`config.mk`:
```
export PLATFORM = sky130hd
export DESIGN_NAME = cmd_host
export DESIGN_NICKNAME = d
export VERILOG_FILES = /design/src/rtl/cmd_host_pkg.sv /design/src/rtl/cmd_host_tmr.sv /design/src/rtl/cmd_host.sv
export SDC_FILE = /design/constraint.sdc
export NUM_CORES = 1
export LEC_CHECK = 0
export CELL_PAD_IN_SITES_DETAIL_PLACEMENT = 1
export CELL_PAD_IN_SITES_GLOBAL_PLACEMENT = 2
export CORE_ASPECT_RATIO = 1.75
export CORE_UTILIZATION = 36
export DETAILED_ROUTE_END_ITERATION = 8
export DONT_BUFFER_PORTS = 1
export GPL_TIMING_DRIVEN = 0
export HOLD_SLACK_MARGIN = 0.08
export PLACE_DENSITY = 0.77
export SKIP_CTS_REPAIR_TIMING = 1
export SYNTH_ARGS = -nofsm -noshare
export SYNTH_HDL_FRONTEND = slang
export SYNTH_SLANG_ARGS = --single-unit
```
`constraint.sdc`:
```
create_clock -name clk -period 3.15 [get_ports clk]
set_clock_uncertainty 0.1 [all_clocks]
set_input_delay 0.4725 -clock clk [delete_from_list [all_inputs] [get_ports clk]]
set_output_delay 0.4725 -clock clk [all_outputs]
set_load 0.05 [all_outputs]
```
`src/rtl/cmd_host_pkg.sv`:
```
// Shared opcodes, handshake bytes, state/status encodings and response classification
// for the command host and its configuration users.
package cmd_host_pkg;

  localparam logic [1:0] RD  = 2'b00;
  localparam logic [1:0] WR  = 2'b01;
  localparam logic [1:0] DMP = 2'b10;

  localparam logic [7:0] ACK      = 8'hA5;
  localparam logic [7:0] NAK_BYTE = 8'hEE;

  typedef enum logic [1:0] {
    ST_OK      = 2'd0,
    ST_NAK     = 2'd1,
    ST_TIMEOUT = 2'd2,
    ST_BADRESP = 2'd3
  } status_t;

  typedef enum logic [2:0] {
    IDLE, TX_HI, WAIT_HI, TX_LO, WAIT_LO, RX_WAIT, DONE
  } state_t;

  // Outcome of a terminating response byte; a dump only ends on its final byte, so it is always OK.
  function automatic status_t resp_status(input logic [1:0] op, input logic [7:0] b);
    status_t s;
    s = ST_OK;
    case (op)
      RD, DMP: s = ST_OK;
      WR:      s = (b == ACK) ? ST_OK : ((b == NAK_BYTE) ? ST_NAK : ST_BADRESP);
      default: s = (b == NAK_BYTE) ? ST_NAK : ST_BADRESP;
    endcase
    return s;
  endfunction

endpackage

```
`src/rtl/cmd_host_tmr.sv`:
```
// Inter-byte response timeout: counts while enabled, holds at TIMEOUT_CYC-1 and flags expiry there.
module cmd_host_tmr #(
  parameter int TIMEOUT_CYC = 2**20
) (
  input  logic clk,
  input  logic rst,
  input  logic clr_i,
  input  logic en_i,
  output logic expired_o
);

  localparam int TW = (TIMEOUT_CYC > 2) ? $clog2(TIMEOUT_CYC) : 1;
  localparam logic [TW-1:0] TERM = TW'(TIMEOUT_CYC - 1);

  logic [TW-1:0] cnt_q, cnt_d;

  always_comb begin
    cnt_d = cnt_q;
    if (clr_i)
      cnt_d = '0;
    else if (en_i && (cnt_q != TERM))
      cnt_d = cnt_q + 1'b1;
  end

  always_ff @(posedge clk) begin
    if (rst) cnt_q <= '0;
    else     cnt_q <= cnt_d;
  end

  assign expired_o = (cnt_q == TERM);

endmodule

```
`src/rtl/cmd_host.sv`:
```
// Command initiator: sends a 16-bit command as two UART bytes and classifies the reply.
// Define CMD_HOST_CHKSUM_EN to add the chksum output (XOR of all accepted response bytes).
module cmd_host #(
  parameter int ENTRIES     = 384,
  parameter int LOG2        = 9,
  parameter int TIMEOUT_CYC = 2**20
) (
  input  logic            clk,
  input  logic            rst,
  input  logic [15:0]     cmd_in,
  input  logic            send_cmd,
  output logic            cmd_busy,
  output logic [7:0]      tx_data,
  output logic            trmt,
  input  logic            tx_done,
  input  logic [7:0]      rx_data,
  input  logic            rx_rdy,
  output logic            clr_rx_rdy,
  output logic [7:0]      resp_byte,
  output logic            resp_vld,
  output logic [LOG2:0]   byte_cnt,
  output logic            cmd_cmplt,
`ifdef CMD_HOST_CHKSUM_EN
  output logic [7:0]      chksum,
`endif
  output logic [1:0]      status
);
  import cmd_host_pkg::*;

  localparam logic [LOG2:0] ENT = (LOG2+1)'(ENTRIES);

  state_t        state_q;
  status_t       status_q;
  logic [1:0]    op_q;
  logic [7:0]    lo_q;
  logic [7:0]    tx_data_q, resp_byte_q;
  logic          trmt_q, clr_q, resp_vld_q, cmplt_q, busy_q;
  logic [LOG2:0] byte_cnt_q, byte_cnt_inc;
  logic          rx_take, tmr_expired;

  // rx_rdy is a level that stays high for the cycle our registered ack is in flight.
  assign rx_take      = rx_rdy && !clr_q;
  assign byte_cnt_inc = (byte_cnt_q == ENT) ? byte_cnt_q : byte_cnt_q + 1'b1;

  cmd_host_tmr #(.TIMEOUT_CYC(TIMEOUT_CYC)) u_tmr (
    .clk       (clk),
    .rst       (rst),
    .clr_i     ((state_q != RX_WAIT) || rx_take),
    .en_i      (state_q == RX_WAIT),
    .expired_o (tmr_expired)
  );

  always_ff @(posedge clk) begin
    if (rst) begin
      state_q     <= IDLE;
      status_q    <= ST_OK;
      op_q        <= '0;
      lo_q        <= '0;
      tx_data_q   <= '0;
      resp_byte_q <= '0;
      trmt_q      <= 1'b0;
      clr_q       <= 1'b0;
      resp_vld_q  <= 1'b0;
      cmplt_q     <= 1'b0;
      busy_q      <= 1'b0;
      byte_cnt_q  <= '0;
    end else begin
      trmt_q     <= 1'b0;
      clr_q      <= 1'b0;
      resp_vld_q <= 1'b0;
      cmplt_q    <= 1'b0;
      case (state_q)
        IDLE: begin
          if (rx_take) clr_q <= 1'b1;
          if (send_cmd) begin
            op_q       <= cmd_in[15:14];
            lo_q       <= cmd_in[7:0];
            tx_data_q  <= cmd_in[15:8];
            trmt_q     <= 1'b1;
            byte_cnt_q <= '0;
            status_q   <= ST_OK;
            busy_q     <= 1'b1;
            state_q    <= TX_HI;
          end
        end
        TX_HI: state_q <= WAIT_HI;
        WAIT_HI: begin
          if (tx_done) begin
            tx_data_q <= lo_q;
            trmt_q    <= 1'b1;
            state_q   <= TX_LO;
          end
        end
        TX_LO: state_q <= WAIT_LO;
        WAIT_LO: begin
          if (tx_done) state_q <= RX_WAIT;
        end
        RX_WAIT: begin
          if (rx_take) begin
            resp_byte_q <= rx_data;
            resp_vld_q  <= 1'b1;
            clr_q       <= 1'b1;
            byte_cnt_q  <= byte_cnt_inc;
            // A dump only terminates on its last byte, so an early 0xEE is plain data.
            if ((op_q != DMP) || (byte_cnt_inc == ENT)) begin
              status_q <= resp_status(op_q, rx_data);
              cmplt_q  <= 1'b1;
              state_q  <= DONE;
            end
          end else if (tmr_expired) begin
            status_q <= ST_TIMEOUT;
            cmplt_q  <= 1'b1;
            state_q  <= DONE;
          end
        end
        DONE: begin
          busy_q  <= 1'b0;
          state_q <= IDLE;
        end
        default: begin
          busy_q  <= 1'b0;
          state_q <= IDLE;
        end
      endcase
    end
  end

`ifdef CMD_HOST_CHKSUM_EN
  logic [7:0] chksum_q;

  always_ff @(posedge clk) begin
    if (rst)
      chksum_q <= '0;
    else if ((state_q == IDLE) && send_cmd)
      chksum_q <= '0;
    else if ((state_q == RX_WAIT) && rx_take)
      chksum_q <= chksum_q ^ rx_data;
  end

  assign chksum = chksum_q;
`else
  // Default build carries no checksum state.
`endif

  assign cmd_busy   = busy_q;
  assign tx_data    = tx_data_q;
  assign trmt       = trmt_q;
  assign clr_rx_rdy = clr_q;
  assign resp_byte  = resp_byte_q;
  assign resp_vld   = resp_vld_q;
  assign byte_cnt   = byte_cnt_q;
  assign cmd_cmplt  = cmplt_q;
  assign status     = status_q;

endmodule
```
* Word level (Yosys, flattened, before mapping)
Index checks and enable logic that the tools add are counted.
** Word-level totals
- Register bits :: 66
- Latch bits :: 0
- RAM bits :: 0
- ROM bits :: 0
- Bits of input ports :: 29
- Output and inout port bits :: 33
- Memories kept :: 0
** Operators by class
- Add/subtract/negate cells :: 2
- Multiply operators :: 0
- Divide/modulo/power cells :: 0
- Magnitude comparators :: 0
- Eq/ne operators :: 21
- Shift operators :: 0
- Multiplexer cells :: 31
- Bitwise gates (word level) :: 3
- Reduce and logical (&&, ||, !) cells :: 22
** Operator list (count)
- 2-to-1 mux 10 bit :: 3
- adder 20 x 1 -> 20 bit (second input constant) :: 1
- == test 10 x 9 -> 1 bit (second input constant) :: 2
- == test 20 bit (second input constant) :: 1
- != test 20 bit (second input constant) :: 1
- case mux 10 bit (2 select lines) :: 1
- 2-to-1 mux 3 bit :: 6
- case mux 3 bit (6 select lines) :: 1
- == test 8 bit (second input constant) :: 2
- 2-to-1 mux 8 bit :: 2
- case mux 8 bit (2 select lines) :: 1
- 2-to-1 mux 2 bit :: 6
- adder 10 x 1 -> 10 bit (second input constant) :: 1
- != test 2 bit (second input constant) :: 5
- OR reduction 2 bit :: 5
- != test 3 bit (second input constant) :: 3
- case mux 2 bit (2 select lines) :: 2
- 2-to-1 mux 1 bit :: 7
- == test 3 x 2 -> 1 bit (second input constant) :: 2
- == test 3 bit (second input constant) :: 2
- AND reduction 2 bit :: 3
- AND reduction 3 bit :: 2
- AND reduction 5 bit :: 1
- OR reduction 5 bit :: 1
- other kinds (12) :: 18

* Depth between registers and ports, before layout
- Depth in word-level cells :: 7
- Depth in mapped cells :: 9
- Mapped depth without buffers :: 8

* Modules after synthesis
From an unflattened synthesis, not the netlist that was laid out.
** Unflattened totals
- Cells, all modules :: 392
- Area, all modules :: 3205.6 um2
** By module, submodules not included
- cmd_host :: times used 1, cells an instance 272, area an instance 2195.9 um2, seq. area each 920.9 um2
- cmd_host_tmr :: times used 1, cells an instance 120, area an instance 1009.7 um2, seq. area each 400.4 um2

* Worst setup path before layout
OpenSTA, ideal clock, no wires.
- Path type :: register to register
- Start point :: register byte_cnt_q[1] (netlist: byte_cnt[1])
- End point :: register status_q[1] (netlist: status[1])
- Setup time :: 0.103 ns
- Data arrival time :: 2.639 ns
- Required time :: 2.947 ns
- Slack :: 0.308 ns
- Stages on the path, launching flop included :: 9
- Clock period less this slack :: 2.842 ns
- Cells stage by stage :: dfxtp_1 > ha_1 > and3_1 > and3_2 > buf_1 > mux2i_1 > nor4b_1 > o31ai_1 > a2111oi_2
** Between the ends
- Longest elaborated chain between the ends :: 6
- Elaborated cells on any way between the ends :: 7
- Those cells by class :: 1 x add/sub; 3 x eq/ne; 1 x mux; 2 x reduce/logical
** RTL lines
- start: declaration :: line cmd_host.sv:38 : logic [LOG2:0] byte_cnt_q, byte_cnt_inc;
- start signal: assignment :: line cmd_host.sv:103 : byte_cnt_q <= byte_cnt_inc;
- adder 10 x 1 -> 10 bit or == test 10 x 9 -> 1 bit (tied branches) :: line cmd_host.sv:43 : assign byte_cnt_inc = (byte_cnt_q == ENT) ? byte_cnt_q : byte_cnt_q + 1'b1;
- 2-to-1 mux 10 bit * :: line cmd_host.sv:43
- == test 10 x 9 -> 1 bit * :: line cmd_host.sv:105 : if ((op_q != DMP) || (byte_cnt_inc == ENT)) begin
- logical OR 1 bit * :: line cmd_host.sv:105
- != test 3 bit (no source line) *
- AND reduction 4 bit (no source line) *
- end signal: assignment :: line cmd_host.sv:106 : status_q <= resp_status(op_q, rx_data);
- end: declaration :: line cmd_host.sv:33 : status_t status_q;
Mark *: on every way between the ends. The rest lies on a longest branch, timed or not.
A chain may end at the register's enable or synchronous reset.

* Final worst setup path
- Start point :: register byte_cnt_q[4] (netlist: byte_cnt[4])
- End point :: register status_q[1] (netlist: status[1])
Same word-level chain as after synthesis.

==> flow_metrics.env <==
export IMPL_grt_overflow_total=0
export IMPL_wl_um=8210
export IMPL_grt_pass1_wl_um=13400
export IMPL_gp_congestion=0.762
export IMPL_reg2reg_depth=6
export IMPL_path_class="flip-flop to flip-flop"
export IMPL_die_w_um=71.1
export IMPL_synth_fp_nets=399
export IMPL_diodes=0
export IMPL_initial_utilization=0.375
export IMPL_place_hpwl_um=6040
export IMPL_cts_htree_levels=3
export IMPL_cp_startpoint="byte_cnt[4]"
export IMPL_worst_pin_slew_ns=1.13
export IMPL_power_leakage_nw=1.15
export IMPL_cts_buffers=9
export IMPL_die_h_um=123
export IMPL_finalCritPeriodShare=0.921
export IMPL_crit_end="status[1]"
export IMPL_critical_path_arrival_ns=3.02
export IMPL_rr_endpoint="status[1]"
export IMPL_final_util=0.431
export IMPL_crit_chain="or3_1, or4_4, mux2i_1, nor4b_4, o31ai_1, a2111oi_2"
export IMPL_first_global_vias=2694
export IMPL_routedWlPerCell_um=17.4
export IMPL_start_kind="flip-flop"
export IMPL_first_pass_iters=9
export IMPL_rr_startpoint="byte_cnt[4]"
export IMPL_maxSlewHeadroom=0.239
export IMPL_viasPerCell=5.60
export IMPL_seq_area_mm2=0.00132
export IMPL_cts_tree="built"
export IMPL_grt_max_degree=12
export IMPL_swShare=0.320
export IMPL_p_comb_frac=0.148
export IMPL_yosys_warnings=0
export IMPL_rrSetupSlack_ns=0.25
export IMPL_ys_seq_elements=66
export IMPL_final_cell_area_mm2=0.00346
export IMPL_hold_viol=0
export IMPL_min_period_ns=2.90
export IMPL_die_area_mm2=0.00874
export IMPL_drv_cap=0
export IMPL_rsz0062_at_grt="false"
export IMPL_num_rows=43
export IMPL_crit_slowest_cell="dfxtp_1"
export IMPL_holdPathStages=2
export IMPL_cp_data_required_time_ns=3.27
export IMPL_yosysSeqAreaShare=0.439
export IMPL_post_place_ws_ns=-0.393
export IMPL_synth_edf_count=0
export IMPL_multi_input_area_mm2=0.00160
export IMPL_grt_busiest_layer="met2"
export IMPL_fp_coreArea_mm2=0.00802
export IMPL_layout_cells_non_filler=473
export IMPL_grt_usage=0.202
export IMPL_place_area_mm2=0.00312
export IMPL_clock_latency_ns=0.33
export IMPL_drcViolationCount=4
export IMPL_cts_path_max_buffers=2
export IMPL_postRouteAntennaNets=0
export IMPL_ys_types=48
export IMPL_synth_cells=367
export IMPL_drive_gt1_frac=0.0679
export IMPL_antenna_found_initial=0
export IMPL_fill_cells=972
export IMPL_power_mw=2.60
export IMPL_p_int_mw=1.77
export IMPL_max_stage_delay_ns=0.55
export IMPL_critPathCaptureType="flip-flop"
export IMPL_synthArstFlopShare=0
export IMPL_drv_slew=0
export IMPL_cts_sinks=66
export IMPL_setup_viol=0
export IMPL_grt_use_met3=0.0538
export IMPL_grtUsageMet2=0.376
export IMPL_root_buffer="clkbuf_16"
export IMPL_io_pins=62
export IMPL_port_buffers=0
export IMPL_setup_slack_ns=0.247
export IMPL_tns_ns=0
export IMPL_synth_largest_area_cell="dfxtp_1"
export IMPL_synth_most_common_cell="dfxtp_1"
export IMPL_cp_max_fo=9
export IMPL_placedCellCount=457
export IMPL_synth_cell_area_mm2=0.00301
export IMPL_fmax_ghz=0.345
export IMPL_violations="DRC"
export IMPL_syn_area_per_cell_um2=8.20
export IMPL_synth_area_leaders="dfxtp_1, nand2_1, a21oi_1"
export IMPL_p_clk_frac=0.414
export IMPL_hold_path_class="primary input to flip-flop"
export IMPL_nNetsFinal=410
export IMPL_clk_pin_slew_ns=0.05
export IMPL_power_switching_mw=0.831
export IMPL_whs_ns=0.178
export IMPL_synthFlopType="dfxtp_1"
export IMPL_outcome="finished with violations"
export IMPL_p_seq_frac=0.439
export IMPL_synth_top_area_share=0.439
export IMPL_grt_use_met1=0.205
export IMPL_syn_to_final_growth_pct=15.0
export IMPL_power_per_cell_area_mw_per_mm2=751
export IMPL_vias=2650
export IMPL_synthTopCellsByCount="dfxtp_1, nand2_1, nor2_1, a21oi_1"
export IMPL_drt_first_iter_violations=76
export IMPL_vdd_drop_max_mv=0.464
-- layer usage --
metal / share of wire / vias up
met1: 0.38 / 1292
met4: 0.018 / 0
met3: 0.042 / 10
met5: 0 / -
li1: - / 1305
met2: 0.56 / 43
-- how the worst min path moves through the flow --
stage	startpoint	endpoint	slack, ns
2_1_floorplan	lo_q[0]	lo_q[0]	0.34
3_3_place_gp	lo_q[0]	lo_q[0]	0.34
3_5_place_dp	lo_q[0]	lo_q[0]	0.35
4_1_cts	cmd_in[2]	lo_q[2]	0.16
5_1_grt	rx_data[6]	resp_byte[6]	0.17
6_report	rx_data[6]	resp_byte[6]	0.18
-- placed cells by master (no fill, tap or decap), types with 10 or more instances in the layout --
cell type,n
a211oi_1,10
a21oi_1,33
clkbuf_1,19
dfxtp_1,64
mux2i_1,11
nand2_1,56
nor2_1,40
o21ai_0,18
xor2_1,11
-- registers in the layout, summed over array words and instances, names as in the netlist --
name         flops
resp_byte        8
resp_vld         1
state_q          3
cmd_cmplt        1
lo_q             8
status           2
u_tmr.cnt_q     20
byte_cnt        10
cmd_busy         1
tx_data          8
trmt             1
clr_rx_rdy       1
op_q             2
-- layout make-up --
cell class | count | share of cell area
Multi-Input combinational cell | 273 | 0.461
Sequential cell | 66 | 0.383
Clock buffer | 11 | 0.0702
Tap cell | 90 | 0.0326
Clock inverter | 5 | 0.0224
Buffer | 20 | 0.0221
Inverter | 8 | 0.00868
-- worst max-delay path, delay by kind of cell (launching register included) --
family | cells | cell delay [ns]
muxes | 1 | 0.19
DFF | 1 | 0.55
and+or+nand+nor | 3 | 1.41
AOI/OAI and AO/OA | 2 | 0.54
-- cell families after synthesis --
logic type	Yosys count	synth area share
simple gates	163	0.265
fa+ha+maj	3	0.0125
compound gates	78	0.159
buf+inv	28	0.0354
mux	11	0.0366
flops	66	0.439
xor+xnor	18	0.0524
-- power groups by stage --
stage	logic (mW)	registers [mW]	clock network (mW)
2_1_floorplan	0.299	1.14	0
3_3_place_gp	0.376	1.16	0
3_5_place_dp	0.388	1.16	0
4_1_cts	0.389	1.14	1.10
5_1_grt	0.433	1.15	1.14
6_report	0.383	1.14	1.07
Power figures use the tool's default switching activity.
